## config.mk

```make
export PLATFORM = sky130hd
export DESIGN_NAME = lfsr_result_collector
export DESIGN_NICKNAME = d
export VERILOG_FILES = /design/src/rtl/lfsr_result_collector.sv
export SDC_FILE = /design/constraint.sdc
export NUM_CORES = 1
export LEC_CHECK = 0
export ABC_AREA = 1
export CAP_MARGIN = 20
export CORE_MARGIN = 4
export CORE_UTILIZATION = 47
export DETAILED_ROUTE_END_ITERATION = 10
export PLACE_DENSITY = 0.77
export SYNTH_ARGS = -nofsm -noshare
export SYNTH_HDL_FRONTEND = slang
export SYNTH_SLANG_ARGS = --single-unit
export TNS_END_PERCENT = 100
```

## constraint.sdc

```tcl
create_clock -name clk -period 1.67 [get_ports clk]
set_input_delay 0.334 -clock clk [delete_from_list [all_inputs] [get_ports clk]]
set_output_delay 0.334 -clock clk [all_outputs]
set_load 0.02 [all_outputs]
```

## src/rtl/lfsr_result_collector.sv

```systemverilog
// Serial-to-word collector for the LFSR chain output. It discards SKIP start-up bits,
// deserialises MSB-first words into a one-deep valid/ready holding register, and keeps a 32-bit MISR.
module lfsr_result_collector #(
    parameter int WORD_W = 32,
    parameter int SKIP   = 0,
    parameter int CNT_W  = 16
) (
    input  logic              clk,
    input  logic              reset,
    input  logic              bit_in,
    input  logic              bit_en,
    output logic [WORD_W-1:0] word_data,
    output logic              word_valid,
    input  logic              word_ready,
    output logic              overflow,
    output logic [CNT_W-1:0]  word_count,
    output logic [31:0]       signature,
    output logic              collecting
);

    localparam int                BIT_CW    = $clog2(WORD_W);
    localparam logic [BIT_CW-1:0] BIT_LAST  = BIT_CW'(WORD_W - 1);
    localparam logic [15:0]       SKIP_LAST = (SKIP > 0) ? 16'(SKIP - 1) : 16'd0;
    localparam logic [31:0]       POLY      = 32'h04C11DB7;

    typedef enum logic {ST_SKIP, ST_COLLECT} state_t;
    localparam state_t ST_INIT = (SKIP == 0) ? ST_COLLECT : ST_SKIP;

    state_t            state, state_next;
    logic [15:0]       skip_cnt;
    logic [BIT_CW-1:0] bit_cnt;
    logic [WORD_W-1:0] shift, shift_next;
    logic              complete, load;

    function automatic logic [31:0] sig_step(input logic [31:0] sig, input logic [WORD_W-1:0] w);
        return ({sig[30:0], 1'b0} ^ (sig[31] ? POLY : 32'h0)) ^ 32'(w);
    endfunction

    // NOTE: sequential state uses non-blocking assignments so every register samples pre-edge values.
    always_ff @(posedge clk) begin
        if (!reset) state <= ST_INIT;
        else        state <= state_next;
    end

    // NOTE: the default assignment first keeps this combinational block from inferring a latch.
    always_comb begin
        state_next = state;
        if (state == ST_SKIP && bit_en && skip_cnt == SKIP_LAST)
            state_next = ST_COLLECT;
    end

    assign collecting = (state == ST_COLLECT);
    assign shift_next = {shift[WORD_W-2:0], bit_in};
    assign complete   = collecting && bit_en && (bit_cnt == BIT_LAST);
    // A completed word loads if the holder is empty or being drained on this same edge.
    assign load       = complete && (!word_valid || word_ready);

    always_ff @(posedge clk) begin
        if (!reset) begin
            skip_cnt   <= '0;
            bit_cnt    <= '0;
            shift      <= '0;
            word_data  <= '0;
            word_valid <= 1'b0;
            overflow   <= 1'b0;
            word_count <= '0;
            signature  <= '0;
        end else begin
            if (state == ST_SKIP && bit_en)
                skip_cnt <= skip_cnt + 16'd1;
            if (collecting && bit_en) begin
                shift   <= shift_next;
                bit_cnt <= complete ? '0 : bit_cnt + 1'b1;
            end
            if (load) begin
                word_data  <= shift_next;
                word_valid <= 1'b1;
                if (word_count != '1)
                    word_count <= word_count + 1'b1;
                signature  <= sig_step(signature, shift_next);
            end else if (complete) begin
                overflow <= 1'b1;
            end else if (word_valid && word_ready) begin
                word_valid <= 1'b0;
            end
        end
    end

endmodule
```

# Word level (Yosys, flattened, before mapping)

Cells that the tools add are included.

Input port bits: 5
Logic and storage cells: 29
Output and inout port bits: 83
Bits in registers: 118

$add $sub $neg: 2
Mux-type cells: 5
Bitwise gates (word level): 3
Equal/unequal tests: 3
Reductions and logical operators: 9

Operator list:

| cell                                                                     | number |
|---|---|
| 32-bit by 27-bit XOR with 32-bit output                                  | 1 |
| 32-bit XOR                                                               | 1 |
| 27-bit 2-to-1 mux                                                        | 1 |
| 16-bit by 1-bit adder with 16-bit output (second input constant)         | 1 |
| 16-bit inequality test (second input constant)                           | 1 |
| 2-bit AND reduction                                                      | 3 |
| 5-bit by 1-bit adder with 5-bit output (second input constant)           | 1 |
| 5-bit == test (second input constant)                                    | 1 |
| 5-bit 2-to-1 mux                                                         | 1 |
| 1-bit logical AND                                                        | 3 |
| 1-bit 2-to-1 mux                                                         | 3 |
| 2-bit by 1-bit inequality test with 1-bit output (second input constant) | 1 |
| 2-bit nonzero test                                                       | 1 |
| 1-bit logical NOT                                                        | 1 |
| 1-bit logical OR                                                         | 1 |
| 1-bit NOT                                                                | 1 |

# Logic depth before layout (Yosys ltp)

Depth in word-level cells: 5
Depth in mapped cells: 13
Mapped depth without buffers: 13

# Worst setup path before layout

Ideal clock, no wire load.

Kind: flip-flop to flip-flop
Start: register bit_cnt[1]
End: register word_count[5]
Clock period less this slack: 1.738 ns
Data required time: 1.555 ns
Path buffers: 1
Arrival: 1.623 ns
Setup slack: -0.068 ns
Setup time: 0.115 ns
Cell stages (with the launch flop): 13
Cell sequence: dfxtp_1 > ha_1 > inv_1 > nor3_1 > ha_1 > nand2_2 > inv_1 > nand2_1 > buf_2 > nor3_1 > nand3_1 > nand2_1 > nor2_1

Word-level cells in the longest chain between the ends: 4

Ends and longest elaborated chain:

| what                                 | line | text |
|---|---|---|
| from (decl)                          | 31   | `logic [BIT_CW-1:0] bit_cnt;` |
| from (signal assigned)               | 73   | `bit_cnt <= complete ? '0 : bit_cnt + 1'b1;` |
| 5-bit == test                        | 54   | `assign complete = collecting && bit_en && (bit_cnt == BIT_LAST);` |
| 1-bit logical AND                    | 54   |  |
| 1-bit logical AND                    | 56   | `assign load = complete && (!word_valid \|\| word_ready);` |
| 2-bit AND reduction (no source line) | -    |  |
| to (signal assigned)                 | 79   | `word_count <= word_count + 1'b1;` |
| to (decl)                            | 16   | `output logic [CNT_W-1:0] word_count,` |

No other way between the ends.
A chain may end at the register's enable or synchronous reset.

# Worst setup path after layout

Start: register bit_cnt[1]
End: register word_data[13]

Word-level cells in the longest chain between the ends: 3

Ends and longest elaborated chain:

| what                 | line | text |
|---|---|---|
| 5-bit == test        | 54   |  |
| 1-bit logical AND    | 54   |  |
| 1-bit logical AND    | 56   |  |
| to (signal assigned) | 76   | `word_data <= shift_next;` |
| to (decl)            | 12   | `output logic [WORD_W-1:0] word_data,` |

No other way between the ends.

==> impl_metrics.yaml <==
worst_setup_path:
  worst-path-buf-inv: 6
  start_kind: "flip-flop"
  r2r_end: "word_data[13]"
  cp-startpoint: "bit_cnt[1]"
  cp.arrival_ns: 2.43
  r2r_start: "bit_cnt[1]"
  crit_required_ns: 2.12
  cp-end-kind: "flip-flop"
  critPathTopFamily: "buffers and inverters"
  r2r.worst_path.cells: 13
  cp.depth: 13
  reg2reg_slack_ns: -0.30
  worstPathCellList: "ha_4, inv_2, nor3_2, ha_2, nand2_4, a21oi_4, buf_12, buf_12, buf_12, buf_12, clkbuf_16, nor2_2, nor2_1"
  cpMostUsedCell: "buf_12"
  critical_path.slowest_cell: "dfxtp_2"
  path_max_fanout: 8
  crit_type: "flip-flop to flip-flop"
  endpoint: "word_data[13]"
  critical-path-max-stage-delay_ns: 0.36
yosys:
  synth.ff_latch_count: 118
  synth_area_per_cell_um2: 7.81
  synth_ff_type: "dfxtp_1"
  ys_async_sr_fraction_pct: 0
  syn-num-nets: 630
  synth_edf_count: 0
  syn_area_um2: 4860
  yosys_warnings: 0
  ys_types: 28
  synthCells: 622
  yosysSeqAreaShare_pct: 48.6
route:
  drt_iter0_drc: 419
  post_drt_wl_per_cell_um: 19.3
  drc: 0
  dr_total_vias: 5147
  firstDrtPassIters: 5
  wl_mm: 17.5
  vias_per_cell: 5.67
  final_antenna_net_count: 0
place:
  hpwl_mm: 7.76
  portBuffers: 86
  gp_congestion: 0.882
die:
  io_pins: 88
  dieWidth_um: 110
  core_region_area_um2: 9910
  rows: 36
  start_util_pct: 49.0
  die_y_um: 110
  die_area_um2: 12000
sta:
  setup_ws_ns: -0.304
  fin_crit_ns: 1.97
  final-setup-viol-count: 80
  fin_worst_skew_ns: 0.00717
  finalSetupTns_ns: -15.73
  period_share_pct: 118
  hold_viol_final: 0
  drv_slew: 0
  hold_ws_ns: 0.188
  rsz0062_at_grt: "true"
  fmax_ghz: 0.507
outcome:
  violations: "setup timing"
  status: "finished, violations left"
clocking:
  cts_max_level: 4
  clk_latency_ns: 0.52
  cts_tree: "yes"
  clock_sinks: 118
  postCtsHoldBufs: 0
  cts-root-buf: "clkbuf_8"
  clkTransAtPathRegs_ns: 0.06
  cts_buffer_depth: 2
  cts_made_buffers: 17
global_route:
  grt_pass1_wl_mm: 26.0
  track_usage_pct: 27.9
  grt_overflow_total: 0
  antenna_found_initial: 0
  grt_max_degree: 83
  grt_pass1_vias: 5149
job:
  drv_cap: 0
final_layout:
  multi_input_comb_area_um2: 2760
  drive_above_1_share_pct: 29.1
  layout_common_cells: "nor2_1 (145), dfxtp_1 (115), dlygate4sd2_1 (67), nand2_1 (44), o21ai_0 (41)"
  final_nets: 769
  regArea_um2: 2370
  final_common_cell: "nor2_1"
  utilization_pct: 79.2
  area_growth_pct: 61.6
  filler_cell_count: 576
  diodes: 0
pwr:
  peakVddDrop_mv: 0.748
  power.total_uw: 7580
  p_leak_uw: 0.00324
  p_per_area_nw_per_um2: 966
worst_hold_path:
  hold_class: "primary input to flip-flop"
-- Yosys cell counts (3+ instances only) --
cell type    n  share of area, %
o21ai_0     82               8.4
nand2_1     49               3.8
nand3_1     15               1.5
a211oi_1    19               2.9
buf_4        4              0.62
nor3_1       8              0.82
buf_2        9              0.93
a21oi_1     29               3.0
dfxtp_1    118                49
inv_1       16               1.2
clkbuf_1    22               1.7
nor2_2       3              0.39
nor2_1     183                14
xnor2_1     32               5.8
ha_1         3              0.77
xor2_1      13               2.3
-- area by class of cell --
cell class	instances	area share [%]
multi-input combinational	449	35.1
sequential	118	30.1
timing repair buffer	157	23.0
clock buffer	17	5.28
clock inverter	15	3.51
tap	133	2.12
inverter	18	0.893
-- per-stage QoR --
| stage | setup slack (ns) | instances | cell area (µm²) |
|---|---|---|---|
| 6_report | -0.304 | 907 | 7850 |
| 5_1_grt | -0.365 | 907 | 7850 |
| 4_1_cts | -0.201 | 897 | 7520 |
| 3_5_place_dp | -0.266 | 827 | 5930 |
| 3_3_place_gp | -0.181 | 827 | 5930 |
| 2_1_floorplan | -0.0118 | 622 | 4880 |
-- worst min path at each step --
| stage | startpoint | end | slack, ns | cells after the start |
|---|---|---|---|---|
| after floorplan | bit_cnt[4] | bit_cnt[4] | 0.45 | 2 |
| after global placement | bit_cnt[4] | bit_cnt[4] | 0.46 | 2 |
| after detailed placement | bit_cnt[4] | bit_cnt[4] | 0.47 | 2 |
| after CTS | reset | word_data[14] | 0.16 | 3 |
| after global routing | reset | word_data[18] | 0.18 | 3 |
| final | reset | word_data[18] | 0.19 | 3 |
-- state kept, by name, summed over array words and instances, names as in the netlist --
| name | flops |
|---|---|
| shift | 31 |
| word_valid | 1 |
| word_data | 32 |
| signature | 32 |
| bit_cnt | 5 |
| overflow | 1 |
| word_count | 16 |
-- what timing repair did --
item,in CTS,in global routing
gates resized for setup,229,93
setup buffers,26,9
gates cloned,12,3
endpoints found under the setup margin,162,94
pin swaps,30,28
-- cells by family (layout without fill, tap and decap cells) --
family,after synthesis,count (layout),share of synthesized area [%]
and+or+nand+nor,266,266,22.3
AOI/OAI and AO/OA,134,134,15.1
DFF,118,118,48.6
buffers and inverters,55,207,4.97
xor gates and xnor gates,45,45,8.11
adders and majority gates,3,3,0.773
other,1,1,0.0772
-- worst reg2reg max path, stage by stage, from the launching register on --
cell	delay, ns
dfxtp_2	0.36
ha_4	0.16
inv_2	0.04
nor3_2	0.10
ha_2	0.22
nand2_4	0.07
a21oi_4	0.15
buf_12	0.13
buf_12	0.13
buf_12	0.12
buf_12	0.11
clkbuf_16	0.16
nor2_2	0.05
nor2_1	0.10
-- per-layer routing --
metal  global-route usage, %  routed length [µm]  up-vias
li1                        -                   -     2323
met1                    32.5                6540     2489
met2                    48.9                9060      264
met3                    6.64                1220       71
met4                    11.3                 657        0
met5                       0                   0        -
-- power breakdown --
part	internal, µW	total (µW)	switching [µW]
sequential	2870	2940	74.4
clock	2890	4340	1450
combinational	109	300	191
total	5870	7580	1710
(Power assumes the default switching activity.)
